$ cat src/rtl/module_prio.sv
// rtl/module_prio.sv - fixed-priority output selector (product > operand 2 > operand 1); optional macro PRIO_HOLD_EN
module module_prio #(
  parameter int W_IN  = 8,
  parameter int W_OUT = 16
) (
  input  logic             clk,
  input  logic             rst,
  input  logic [W_IN-1:0]  num_1,
  input  logic             sig_1,
  input  logic [W_IN-1:0]  num_2,
  input  logic             sig_2,
  input  logic             listo_1,
  input  logic             listo_2,
  input  logic             listo,
  input  logic [W_OUT-1:0] num_mul,
  input  logic             sig_mul,
  output logic [W_OUT-1:0] numero_output,
  output logic             signo_output
);

  typedef enum logic [1:0] {
    IDLE     = 2'd0,
    SHOW_N1  = 2'd1,
    SHOW_N2  = 2'd2,
    SHOW_MUL = 2'd3
  } state_t;

  state_t             state_q, state_d;
  logic [W_OUT-1:0]   numero_q, numero_d;
  logic               signo_q, signo_d;
  logic [W_OUT-1:0]   sel_mag;
  logic               sel_sig;

  // Next state from the ready flags, highest priority first.
  always_comb begin
    state_d = state_q;
    if (listo) begin
      state_d = SHOW_MUL;
    end else if (listo_2) begin
      state_d = SHOW_N2;
    end else if (listo_1) begin
      state_d = SHOW_N1;
    end else begin
`ifdef PRIO_HOLD_EN
      state_d = state_q;
`else
      state_d = IDLE;
`endif
    end
  end

  // Source mux: the live inputs of the chosen source; no flag means hold or clear.
  always_comb begin
    sel_mag = '0;
    sel_sig = 1'b0;
    if (listo) begin
      sel_mag = num_mul;
      sel_sig = sig_mul;
    end else if (listo_2) begin
      sel_mag = W_OUT'(num_2);
      sel_sig = sig_2;
    end else if (listo_1) begin
      sel_mag = W_OUT'(num_1);
      sel_sig = sig_1;
    end else begin
`ifdef PRIO_HOLD_EN
      sel_mag = numero_q;
      sel_sig = signo_q;
`else
      sel_mag = '0;
      sel_sig = 1'b0;
`endif
    end
  end

  // A zero magnitude is always shown as positive.
  always_comb begin
    numero_d = sel_mag;
    signo_d  = sel_sig & (|sel_mag);
  end

  // State and output registers, cleared asynchronously.
  always_ff @(posedge clk or negedge rst) begin
    if (!rst) begin
      state_q  <= IDLE;
      numero_q <= '0;
      signo_q  <= 1'b0;
    end else begin
      state_q  <= state_d;
      numero_q <= numero_d;
      signo_q  <= signo_d;
    end
  end

  assign numero_output = numero_q;
  assign signo_output  = signo_q;

endmodule

$ cat config.mk
export PLATFORM = sky130hd
export DESIGN_NAME = module_prio
export DESIGN_NICKNAME = d
export VERILOG_FILES = /design/src/rtl/module_prio.sv
export SDC_FILE = /design/constraint.sdc
export NUM_CORES = 1
export LEC_CHECK = 0
export ABC_AREA = 1
export CAP_MARGIN = 30
export CORE_AREA = 2 2 53 55
export CTS_BUF_LIST = sky130_fd_sc_hd__clkbuf_8 sky130_fd_sc_hd__clkbuf_16
export CTS_CLUSTER_DIAMETER = 200
export CTS_CLUSTER_SIZE = 25
export DETAILED_ROUTE_END_ITERATION = 7
export DIE_AREA = 0 0 55 57
export GPL_ROUTABILITY_DRIVEN = 0
export MAX_ROUTING_LAYER = met4
export PLACE_DENSITY_LB_ADDON = 0.25
export SYNTH_ARGS = -nofsm -noshare
export SYNTH_HDL_FRONTEND = slang
export SYNTH_SLANG_ARGS = --single-unit
$ cat constraint.sdc
create_clock -name clk -period 0.8 [get_ports clk]
set_clock_uncertainty 0.05 [all_clocks]
set_input_delay 0.16 -clock clk [delete_from_list [all_inputs] [get_ports clk]]
set_output_delay 0.16 -clock clk [all_outputs]
set_load 0.02 [all_outputs]
==> results of run 1 <==
==> layout make-up <==
| type | count | area, sq um | area share |
|---|---|---|---|
| Timing Repair Buffer | 91 | 893 | 0.472 |
| Clock buffer | 3 | 41.3 | 0.0218 |
| Sequential cell | 17 | 425 | 0.225 |
| Tap cell | 31 | 38.8 | 0.0205 |
| Inverter | 18 | 80.1 | 0.0423 |
| Clock inverter | 1 | 5.00 | 0.00265 |
| Multi-Input combinational cell | 65 | 408 | 0.216 |
==> cell families (layout without fill, tap and decap cells) <==
family,Yosys count,count (layout),share of synthesized area
compound gates,12,12,0.115
buf+inv,21,113,0.118
flops,17,17,0.500
simple gates,53,53,0.268
==> worst max-delay path by stage <==
stage          slack, ps         startpoint                end  depth (start not counted)
6_report            -170   numero_output[7]   numero_output[7]                          1
5_1_grt             -210            listo_2       signo_output                         10
4_1_cts             -180  numero_output[13]  numero_output[13]                          1
3_5_place_dp        -770              listo       signo_output                         10
3_3_place_gp        -760              listo       signo_output                         10
2_1_floorplan       -240              listo       signo_output                         10
==> per-layer routing <==
layer,GRT usage,routed length [microns],part of all wire,vias up
met5,-,0,0,-
met4,0.0801,32,0.011,0
met3,0.0131,117,0.041,4
met2,0.381,1700,0.60,37
met1,0.204,983,0.35,468
li1,-,-,-,492
==> flip-flops by register name (all words and copies together), names as in the netlist <==
register and count:
signo_output 1, numero_output 16
==> where the power goes <==
part / total [mW] / switching [mW] / internal [mW]
Combinational: 0.851 / 0.369 / 0.482
Sequential: 0.948 / 0.0280 / 0.920
Clock: 0.623 / 0.278 / 0.345
Total: 2.42 / 0.675 / 1.75
==> per-stage QoR <==
step / total power [mW] / area (sq um)
after floorplan: 1.21 / 858
after global placement: 1.65 / 1570
after detailed placement: 1.66 / 1570
after CTS: 2.38 / 1830
after global routing: 2.55 / 1890
final: 2.42 / 1890
==> repair_timing <==
| item | 4_1_cts | 5_1_grt |
|---|---|---|
| setup endpoints to repair | 34 | 26 |
| buffers inserted | 19 | 3 |
| pin swaps | 57 | 19 |
| resized for setup | 169 | 27 |
| cloned | 2 | 0 |
==> synth_stat cells <==
cell type,instances
a21oi_1,2
a21oi_2,10
buf_4,1
buf_6,2
dfrtp_1,17
inv_1,15
inv_2,2
inv_4,1
nand2_1,30
nand2_2,1
nand3_1,7
nor2_1,8
nor2_2,1
or2_1,6
==> metrics.txt, run 1 <==
Final Setup Violations 20; Clk pin slew, worst setup/hold paths around 70 ps; FILL cells between 150 and 200; Util after Layout 0.723; Core Region 2620 sq um; first-pass GRT wire length about 4.4 mm; most common cell after layout, fill and taps aside dlygate4sd2_1; Peak Freq 1030 MHz; FF+latch count, synth 17; status complete, but fails checks; peak supply drop 0.907 mV; Post-Synthesis Cell Area 851 sq um; GR Overflow Total 0; Site Rows 19; Die Span Y 57 microns; area leader, netlist dfrtp_1; RSZ-0062 raised after global routing true; pin count of the biggest net entering global routing 18; PD cells 1280 nW/um^2; number of port buffers 56; Netlist cell types 14; P_leak between 1 and 1.5 nW; Worst Tran Pin Value 153 ps; critical-path maximum fanout 1; Post-Route WL 2.83 mm; Via density 4.43; total CTS buffers 3; most frequent cells in the layout 26 x dlygate4sd2_1, 25 x buf_4, 24 x buf_6, 21 x nand2_1, 17 x dfrtp_1; CTS H-Tree Depth 1; Final WS setup -171 ps; die area 3140 sq um; Synth Warn # 0; crit end category output pin; Data required, critical path between 500 and 600 ps; WP data arrival 760 ps; ANT nets after route 0; maxcap violations 0; Pre-antenna DRT Iters 4; GRT Util Overall 0.202; CTS tree yes; Die X approximately 55 microns; pins over their slew limit 0; Period minus WS final 971 ps; register area share after synthesis 0.500; vias 1001; worst slack at placement -772 ps; Worst path top cell family by delay flip-flops; Post-route DRC 0; Slowest cell on crit path dfrtp_1; Synth Net Count 143; top-area cell type share of the netlist area 0.500; CTS Buffer Depth 2; Ant. Diodes 0; max_slew headroom 0.898; Final Cycle Share 1.21; DRT iter0 DRCs 20; Finished Layout Cells ~230; Layout area overhead 122%; antenna violations before repair 0; Mean Syn Cell Area 8.26 sq um; clk root buf clkbuf_8; failing checks setup timing; Final Hold Fails 0; nets 236; Synth area leaders dfrtp_1 50%, nand2_1 13%, a21oi_2 10%; Placed Cells 204; Fin Setup TNS -2880 ps; post-cts hold buffer count 0; IO Count 57; number of buffer and inverter stages on the critical path 1; min-delay worst type input pin to asynchronous set/reset pin; Synth Instances 103; layout cell share with drive strength beyond 1 0.487; WL per Instance 12.5 microns; critical path, cell by cell buf_6; CTS Sinks 17; Startpoint Class flop; number of global-route vias before repair roughly 1.1k; Crit path largest cell delay roughly 380 ps; hold_ws 195 ps; CP Class flop to output pin; Starting Density 0.325; hpwl dp 1.84 mm
(Power assumes the default switching activity.)
==> run 2: changes to the inputs <==
Settings changed: PLACE_DENSITY set to 0.86, PLACE_DENSITY_LB_ADDON 0.25 to not set.
==> metrics.txt, run 2 (synthesized netlist as in run 1, its figures left out) <==
status complete, but fails checks; failing checks setup timing; maxcap violations 0; Stages on worst setup path 1; nets 236; max reg flops 16; layout cell share with drive strength beyond 1 0.492; Final Hold Fails 0; Post-Route WL 3.35 mm; Fin Setup TNS -3150 ps; Site Rows 19; Final Setup Violations 20; Final Cycle Share 1.25; antenna violations before repair 0; IO Count 57; CTS H-Tree Depth 1; critical path, cell by cell buf_6; number of buffer and inverter stages on the critical path 1; die area between 3000 and 4000 sq um; Post-route DRC 0; Die X about 55 microns; GR Overflow Total 0; pin count of the biggest net entering global routing 18; RSZ-0062 raised after global routing true; Clk pin slew, worst setup/hold paths roughly 60 ps; WL per Instance 14.8 microns; PD cells between 1000 and 1500 nW/um^2; Layout area overhead 123%; crit end category output pin; number of port buffers 56; max_slew headroom 0.887; Starting Density 0.325; Worst path top cell family by delay flip-flops; hold_ws about 200 ps; hpwl dp approximately 2.1 mm; Data required, critical path 590 ps; CTS Buffer Depth 2; clk root buf clkbuf_8; first-pass GRT wire length 4.73 mm; CP Class flop to output pin; GRT Util Overall 0.226; Peak Freq 998 MHz; Crit path largest cell delay 400 ps; pins over their slew limit 0; WP data arrival a little under 800 ps; number of global-route vias before repair 1087; Period minus WS final 1000 ps; DRT iter0 DRCs 20; Final WS setup -202 ps; Worst Tran Pin Value 170 ps; ANT nets after route 0; P_leak about 1 nW; Ant. Diodes 0; vias 1037; Via density 4.59; Core Region about 2600 sq um; Die Span Y 57 microns; Slowest cell on crit path dfrtp_1; critical-path maximum fanout 1; peak supply drop around 1.0 mV; Startpoint Class flop; min-delay worst type input pin to asynchronous set/reset pin; CTS tree yes; crit path from numero_output[8]; most frequent cells in the layout 24 x buf_6, 24 x dlygate4sd2_1, 24 x buf_4, 22 x nand2_1, 17 x dfrtp_1; worst slack at placement -814 ps; CTS Sinks 17; Pre-antenna DRT Iters 4; FILL cells about 200; total CTS buffers 3
-- run 2: changes by cell type in the layout (fill, tap and decap cells not counted), moves of 2 or more --
cell / before / now
inv_1: 9 / 11
nor2_2: 0 / 4
inv_2: 8 / 5
nand2_4: 2 / 0
clkdlybuf4s50_1: 4 / 6
dlygate4sd2_1: 26 / 24
nor2_1: 8 / 4
-- run 2: per-stage QoR --
step	utilization	instances	power, mW	area [sq um]
final	0.725	226	2.46	1900
after global routing	0.725	226	2.59	1900
after CTS	0.692	227	2.40	1810
after detailed placement	0.597	204	1.66	1560
after global placement	0.597	204	1.63	1560
after floorplan	-	103	1.21	858
-- run 2: layer usage --
metal	wire length, microns	part of all wire	vias up	global-route usage
met2	1970	0.59	45	0.425
met4	207	0.062	0	0.164
met5	0	0	-	-
li1	-	-	493	-
met1	1050	0.31	483	0.193
met3	116	0.035	16	0.0157
-- run 2: area by class of cell --
type | count | area [sq um] | share of cell area
Multi-Input combinational cell | 65 | 408 | 0.215
Inverter | 18 | 82.6 | 0.0435
Clock inverter | 1 | 5.00 | 0.00264
Clock buffer | 3 | 41.3 | 0.0218
Timing Repair Buffer | 91 | 896 | 0.472
Tap cell | 31 | 38.8 | 0.0204
Sequential cell | 17 | 425 | 0.224
-- run 2: worst max-delay path by stage --
stage	to	slack (ps)
5_1_grt	numero_output[8]	-220
3_5_place_dp	signo_output	-810
3_3_place_gp	signo_output	-740
6_report	numero_output[8]	-200
2_1_floorplan	signo_output	-240
4_1_cts	numero_output[8]	-210
-- run 2: what timing repair did --
item	4_1_cts	5_1_grt
pin swaps	53	18
cloned	1	0
endpoints found under the setup margin	34	24
hold buffers	0	0
setup buffers	20	3
resized for setup	167	30
-- run 2: report_power, final --
part / internal (mW) / switching [mW]
registers: 0.920 / 0.0309
logic: 0.484 / 0.383
clock network: 0.346 / 0.295
